===== config.mk =====
export PLATFORM = sky130hd
export DESIGN_NAME = bp_be_fe_cmd_issuer
export DESIGN_NICKNAME = d
export VERILOG_FILES = /design/src/rtl/bp_be_fe_cmd_issuer.sv
export SDC_FILE = /design/constraint.sdc
export NUM_CORES = 1
export LEC_CHECK = 0
export BUFFER_PORTS_ARGS = -buffer_cell sky130_fd_sc_hd__buf_2
export CAP_MARGIN = 20
export CELL_PAD_IN_SITES_DETAIL_PLACEMENT = 0
export CELL_PAD_IN_SITES_GLOBAL_PLACEMENT = 2
export CORE_MARGIN = 1
export CORE_UTILIZATION = 34
export CTS_BUF_LIST = sky130_fd_sc_hd__clkbuf_2 sky130_fd_sc_hd__clkbuf_4 sky130_fd_sc_hd__clkbuf_8
export DETAILED_ROUTE_END_ITERATION = 12
export GPL_ROUTABILITY_DRIVEN = 0
export PLACE_DENSITY = 0.8
export SLEW_MARGIN = 20
export SYNTH_ARGS = -nofsm -noshare
export SYNTH_HDL_FRONTEND = slang
export SYNTH_SLANG_ARGS = --single-unit

===== constraint.sdc =====
create_clock -name clk_i -period 4.9 [get_ports clk_i]
set_input_delay 1.47 -clock clk_i [delete_from_list [all_inputs] [get_ports clk_i]]
set_output_delay 1.47 -clock clk_i [all_outputs]
set_load 0.05 [all_outputs]

===== src/rtl/bp_be_fe_cmd_issuer.sv =====
// BE-side FE command issuer: fe_cmd FIFO (opcode in top 4 bits), fe_queue forwarding, stale-beat discard.
// Latency: fe_cmd one cycle min (registered FIFO, no bypass); fe_queue->fetch zero cycles in e_run.
// Backpressure: req ready on ~full (attaboy always ready, dropped when full); fe_queue follows issue ready. Stats gated by BP_BE_FE_CMD_STATS_EN.

module bp_be_fe_cmd_fifo
  #(parameter int width_p = 8
  , parameter int els_p   = 4
  )
   (input  logic               clk
  , input  logic               reset_n
  , input  logic               enq
  , input  logic               deq
  , input  logic [width_p-1:0] wdata
  , output logic [width_p-1:0] rdata
  , output logic               empty
  , output logic               full
  );

    localparam int ptr_width_lp = $clog2(els_p) + 1;

    logic [width_p-1:0]      mem [els_p];
    logic [ptr_width_lp-1:0] wptr, rptr;
    logic [ptr_width_lp-2:0] waddr, raddr;

    assign waddr = wptr[ptr_width_lp-2:0];
    assign raddr = rptr[ptr_width_lp-2:0];

    // The extra pointer bit tells a full ring from an empty one.
    assign empty = (wptr == rptr);
    assign full  = (wptr[ptr_width_lp-1] != rptr[ptr_width_lp-1]) && (waddr == raddr);
    assign rdata = mem[raddr];

    always_ff @(posedge clk or negedge reset_n) begin
        if (!reset_n) begin
            wptr <= '0;
            rptr <= '0;
        end else begin
            if (enq) wptr <= wptr + 1'b1;
            if (deq) rptr <= rptr + 1'b1;
        end
    end

    always_ff @(posedge clk) begin
        if (enq) mem[waddr] <= wdata;
    end

endmodule

module bp_be_fe_cmd_issuer
  #(parameter int vaddr_width_p               = 39
  , parameter int branch_metadata_fwd_width_p = 36
  , parameter int cmd_fifo_els_p              = 4
  , localparam int fe_cmd_width_lp   = 4 + vaddr_width_p + branch_metadata_fwd_width_p
  , localparam int fe_queue_width_lp = 2 + vaddr_width_p + 32 + branch_metadata_fwd_width_p
  )
   (input  logic                         clk_i
  , input  logic                         reset_n_i
  , input  logic                         req_v_i
  , input  logic [fe_cmd_width_lp-1:0]   req_cmd_i
  , output logic                         req_ready_and_o
  , output logic [fe_cmd_width_lp-1:0]   fe_cmd_o
  , output logic                         fe_cmd_v_o
  , input  logic                         fe_cmd_yumi_i
  , input  logic [fe_queue_width_lp-1:0] fe_queue_i
  , input  logic                         fe_queue_v_i
  , output logic                         fe_queue_ready_and_o
  , output logic [fe_queue_width_lp-1:0] fetch_pkt_o
  , output logic                         fetch_v_o
  , input  logic                         fetch_ready_and_i
  , output logic                         fe_quiesced_o
  , output logic [15:0]                  stat_attaboy_drop_o
  , output logic [15:0]                  stat_stale_drop_o
  );

    localparam int cnt_width_lp = $clog2(cmd_fifo_els_p + 1);

    localparam logic [3:0] e_op_state_reset = 4'd0;
    localparam logic [3:0] e_op_attaboy     = 4'd6;

    localparam logic [1:0] e_reset = 2'd0;
    localparam logic [1:0] e_run   = 2'd1;
    localparam logic [1:0] e_flush = 2'd2;

    logic [1:0]              state_r, state_n;
    logic [cnt_width_lp-1:0] cnt_r, cnt_n;
    logic [3:0]              req_op, head_op;
    logic                    req_attaboy;
    logic                    fifo_full, fifo_empty;
    logic                    accept, cmd_yumi, attaboy_drop, enq;
    logic                    cnt_inc, cnt_dec;

    assign req_op      = req_cmd_i[fe_cmd_width_lp-1 -: 4];
    assign head_op     = fe_cmd_o[fe_cmd_width_lp-1 -: 4];
    assign req_attaboy = (req_op == e_op_attaboy);

    always_comb begin
        req_ready_and_o = 1'b0;
        if (state_r == e_reset)
            req_ready_and_o = ~fifo_full & (req_op == e_op_state_reset);
        else if (req_attaboy)
            req_ready_and_o = 1'b1;
        else
            req_ready_and_o = ~fifo_full;
    end

    assign accept   = req_v_i & req_ready_and_o;
    assign cmd_yumi = fe_cmd_yumi_i & ~fifo_empty;
    // A full FIFO freed by this cycle's yumi still has room for the attaboy.
    assign attaboy_drop = accept & req_attaboy & fifo_full & ~cmd_yumi;
    assign enq          = accept & ~attaboy_drop;

    bp_be_fe_cmd_fifo
     #(.width_p (fe_cmd_width_lp)
      ,.els_p   (cmd_fifo_els_p)
      )
     cmd_fifo
      (.clk     (clk_i)
      ,.reset_n (reset_n_i)
      ,.enq     (enq)
      ,.deq     (cmd_yumi)
      ,.wdata   (req_cmd_i)
      ,.rdata   (fe_cmd_o)
      ,.empty   (fifo_empty)
      ,.full    (fifo_full)
      );

    assign fe_cmd_v_o = ~fifo_empty;

    assign cnt_inc = accept & ~req_attaboy;
    assign cnt_dec = cmd_yumi & (head_op != e_op_attaboy);

    always_comb begin
        cnt_n = cnt_r;
        case ({cnt_inc, cnt_dec})
            2'b10:   cnt_n = cnt_r + 1'b1;
            2'b01:   cnt_n = cnt_r - 1'b1;
            default: cnt_n = cnt_r;
        endcase
    end

    always_comb begin
        state_n = state_r;
        case (state_r)
            e_reset: if (accept)       state_n = e_flush;
            e_run:   if (cnt_inc)      state_n = e_flush;
            e_flush: if (cnt_n == '0)  state_n = e_run;
            default:                   state_n = e_reset;
        endcase
    end

    always_ff @(posedge clk_i or negedge reset_n_i) begin
        if (!reset_n_i) begin
            state_r <= e_reset;
            cnt_r   <= '0;
        end else begin
            state_r <= state_n;
            cnt_r   <= cnt_n;
        end
    end

    // Outside e_run the FE stream is stale: sink it without forwarding.
    always_comb begin
        fetch_v_o            = 1'b0;
        fe_queue_ready_and_o = 1'b1;
        if (state_r == e_run) begin
            fetch_v_o            = fe_queue_v_i & ~cnt_inc;
            fe_queue_ready_and_o = fetch_ready_and_i;
        end
    end

    assign fetch_pkt_o   = fe_queue_i;
    assign fe_quiesced_o = fifo_empty & (state_r == e_run);

`ifdef BP_BE_FE_CMD_STATS_EN
    logic        stale_drop;
    logic [15:0] attaboy_cnt_r, stale_cnt_r;

    assign stale_drop = (state_r != e_run) & fe_queue_v_i;

    always_ff @(posedge clk_i or negedge reset_n_i) begin
        if (!reset_n_i) begin
            attaboy_cnt_r <= '0;
            stale_cnt_r   <= '0;
        end else begin
            if (attaboy_drop && (attaboy_cnt_r != 16'hFFFF)) attaboy_cnt_r <= attaboy_cnt_r + 1'b1;
            if (stale_drop   && (stale_cnt_r   != 16'hFFFF)) stale_cnt_r   <= stale_cnt_r + 1'b1;
        end
    end

    assign stat_attaboy_drop_o = attaboy_cnt_r;
    assign stat_stale_drop_o   = stale_cnt_r;
`else
    assign stat_attaboy_drop_o = '0;
    assign stat_stale_drop_o   = '0;
`endif

    a_yumi_when_valid: assert property (@(posedge clk_i) disable iff (!reset_n_i)
        fe_cmd_yumi_i |-> fe_cmd_v_o);

    a_cnt_bounded: assert property (@(posedge clk_i) disable iff (!reset_n_i)
        cnt_r <= cnt_width_lp'(cmd_fifo_els_p));

endmodule


==> impl_metrics.env <==
export IMPL_status="completed"
export IMPL_area_growth_syn_to_layout_pct=12.6
export IMPL_period_needed_ns=4.15
export IMPL_port_buffers=168
export IMPL_relSlewSlack=0.583
export IMPL_cts_resized=0
export IMPL_final_core_util=0.393
export IMPL_grt_usage=0.130
export IMPL_clkLatencyLatePin_ns=0.58
export IMPL_nets=940
export IMPL_crit_path_end_kind="output port"
export IMPL_io_pins=419
export IMPL_vias_per_cell=4.55
export IMPL_clockBufferDepth=3
export IMPL_hold_violations=0
export IMPL_maxSlewViolCount=0
export IMPL_antenna_found_initial=9
export IMPL_grt_util_met2=0.205
export IMPL_ant_nets=0
export IMPL_finalSetupViolCount=0
export IMPL_drive_above_1_share=0.469
export IMPL_wl_um=25700
export IMPL_startpoint_type="input port"
export IMPL_crit_top_cell="buf_2"
export IMPL_powerDensity_nw_per_um2=680
export IMPL_ctsHtreeMaxLevel=2
export IMPL_synth_seq_area_share=0.736
export IMPL_syn_area_per_cell_sq_um=21.1
export IMPL_synth_cell_types=43
export IMPL_path_class="input port to output port"
export IMPL_overflow=0
export IMPL_holdWs_ns=0.519
export IMPL_grt_use_met3=0.0574
export IMPL_crit_path_top_delay_cell="nor4_1"
export IMPL_place_hpwl_um=16700
export IMPL_cts_setup_buffers=0
export IMPL_avgRoutedWirePerCell_um=19.9
export IMPL_cts_clk_slew_worst_paths_ns=0.06
export IMPL_drtPass1Iterations=4
export IMPL_crit_chain="buf_2, nor4_1, o21bai_1, nand2_1, buf_2"
export IMPL_numCtsBuffers=52
export IMPL_peakVddDrop_uv=411
export IMPL_synth_area_sq_um=13300
export IMPL_max_cap_violations=0
export IMPL_grt_pass1_vias=6285
export IMPL_rsz0062_at_grt="false"
export IMPL_busiest_layer="met2"
export IMPL_coreArea_sq_um=38000
export IMPL_worstPathMaxFanout=6
export IMPL_fin_tns_setup_ns=0
export IMPL_r2r_setup_slack_ns=1.44
export IMPL_start_util=0.349
export IMPL_hold_path_class="flop to flop"
export IMPL_numClockSinks=327
export IMPL_crit_path_max_incr_delay_ns=0.53
export IMPL_synthCells=629
export IMPL_grt_start_max_net_pins=58
export IMPL_drtIter0Drc=278
export IMPL_tritoncts="done"
export IMPL_ys_warnings_count=0
export IMPL_die_w_um=199
export IMPL_met1_usage=0.149
export IMPL_arrival_ns=2.68
export IMPL_cts_hold_buffers_added=0
export IMPL_max_freq_mhz=241
export IMPL_skew_ns=0.0271
export IMPL_vias=5870
export IMPL_root_buffer="clkbuf_8"
export IMPL_die_h_um=199
export IMPL_dieArea_sq_um=39800
export IMPL_grt_pass1_wl_um=38000
export IMPL_leakagePower_uw=0.00515
export IMPL_rows=71
export IMPL_drc=0
export IMPL_fin_crit_sh=0.847
export IMPL_worstMarginPinSlew_ns=0.625
export IMPL_cp_required_ns=3.43
export IMPL_yosys_register_bits=327
## cells in the final DEF (no fill, tap or decap), types with 7 or more instances in the layout
cell type | Yosys | final
buf_2 | 5 | 168
buf_4 | 146 | 10
clkbuf_4 | 0 | 17
clkbuf_8 | 0 | 56
clkinv_1 | 0 | 11
conb_1 | 1 | 32
dfrtp_1 | 11 | 9
edfxtp_1 | 316 | 316
inv_1 | 7 | 7
mux4_2 | 79 | 79
## cells in the mapped netlist
cell | count | share of area
nor2_1 | 1 | 0.00028
xnor2_2 | 1 | 0.0012
nand2_1 | 5 | 0.0014
nor4_1 | 2 | 0.00094
o21ai_0 | 1 | 0.00038
nor4bb_1 | 1 | 0.00075
o32ai_2 | 1 | 0.0012
o21bai_1 | 2 | 0.0011
o2111a_1 | 1 | 0.00085
or2_2 | 3 | 0.0014
buf_4 | 146 | 0.083
and2_2 | 3 | 0.0017
buf_1 | 1 | 0.00028
or3b_4 | 1 | 0.00085
mux2_1 | 1 | 0.00085
xnor2_1 | 4 | 0.0026
conb_1 | 1 | 0.00028
buf_6 | 2 | 0.0017
xor2_2 | 2 | 0.0025
mux2_4 | 1 | 0.0011
nor4_4 | 1 | 0.0016
nand3_1 | 3 | 0.0011
buf_2 | 5 | 0.0019
o22ai_2 | 1 | 0.00094
nor3b_1 | 1 | 0.00057
and4bb_2 | 1 | 0.00094
ha_1 | 6 | 0.0057
o41ai_1 | 1 | 0.00066
fa_1 | 1 | 0.0015
nand2_2 | 1 | 0.00047
o32ai_1 | 1 | 0.00066
o21a_1 | 1 | 0.00057
dfrtp_1 | 11 | 0.021
mux4_2 | 79 | 0.13
xor2_1 | 2 | 0.0013
clkbuf_1 | 5 | 0.0014
o211ai_1 | 1 | 0.00057
nand2b_1 | 2 | 0.00094
nor3_1 | 1 | 0.00038
nor3_4 | 1 | 0.0012
edfxtp_1 | 316 | 0.72
mux2i_1 | 1 | 0.00075
inv_1 | 7 | 0.0020
## metrics by stage
stage          instance area (sq um)  instances  total power [uW]  worst slack [ns]
6_report                       14900       1291             10200             0.749
5_1_grt                        14900       1290             10700             0.542
2_1_floorplan                  13400        660              7270             0.661
3_5_place_dp                   13900       1196              8060             0.754
4_1_cts                        14900       1290             10300             0.664
3_3_place_gp                   13900       1196              8040             0.738
## worst max-delay path, delay by kind of cell
family | cells | cell delay, ns
buf+inv | 2 | 0.39
compound gates | 1 | 0.21
simple gates | 2 | 0.62
## metal layers
metal | wire [um] | vias to the layer above | share of wire
met5 | 96 | - | 0.0037
met4 | 1030 | 16 | 0.040
met3 | 2560 | 123 | 0.099
met2 | 12300 | 195 | 0.48
met1 | 9730 | 2976 | 0.38
li1 | - | 2560 | -
## layout make-up
| class | instances | area (sq um) |
|---|---|---|
| fillers | 3490 | 23100 |
| flip-flops and latches | 327 | 9770 |
| multi-input cells | 167 | 2430 |
| repair buffers | 184 | 1040 |
| clock buffers | 73 | 898 |
| well taps | 511 | 639 |
| clock inverters | 21 | 126 |
| inverters | 7 | 26.3 |
| diodes | 1 | 2.50 |
## report_power, final
group          internal (uW)  switching (uW)
sequential              3600             258
clock                   1240            1020
combinational           1250            2790
## worst paths after layout
path                                   from               end  depth (start not counted)
min reg2reg                cmd_fifo.wptr[2]  cmd_fifo.wptr[2]                          1
min in group asynchronous         reset_n_i        state_r[1]                          1
max                           req_cmd_i[75]   req_ready_and_o                          5
max reg2reg                cmd_fifo.rptr[1]        state_r[0]                         11
min                        cmd_fifo.wptr[2]  cmd_fifo.wptr[2]                          1
max in group asynchronous         reset_n_i  cmd_fifo.rptr[0]                          1
## state kept, by name (all words and copies together), names as in the netlist
signal	cells
cnt_r	3
cmd_fifo.rptr	3
cmd_fifo.wptr	3
state_r	2
cmd_fifo.mem	316
## cells by family (layout without fill, tap and decap cells)
| logic type | after synthesis | count (layout) | synth area share |
|---|---|---|---|
| AND/OR/NAND/NOR | 27 | 27 | 0.0146 |
| adder cells (fa/ha/maj) | 7 | 7 | 0.00717 |
| other | 1 | 33 | 0.000283 |
| XOR/XNOR | 9 | 9 | 0.00764 |
| multiplexers | 82 | 82 | 0.137 |
| AO/OA/AOI/OAI | 10 | 10 | 0.00698 |
| flip-flops | 327 | 327 | 0.736 |
| buffers and inverters | 166 | 285 | 0.0899 |
No activity file was read; power rests on OpenSTA's default activity.
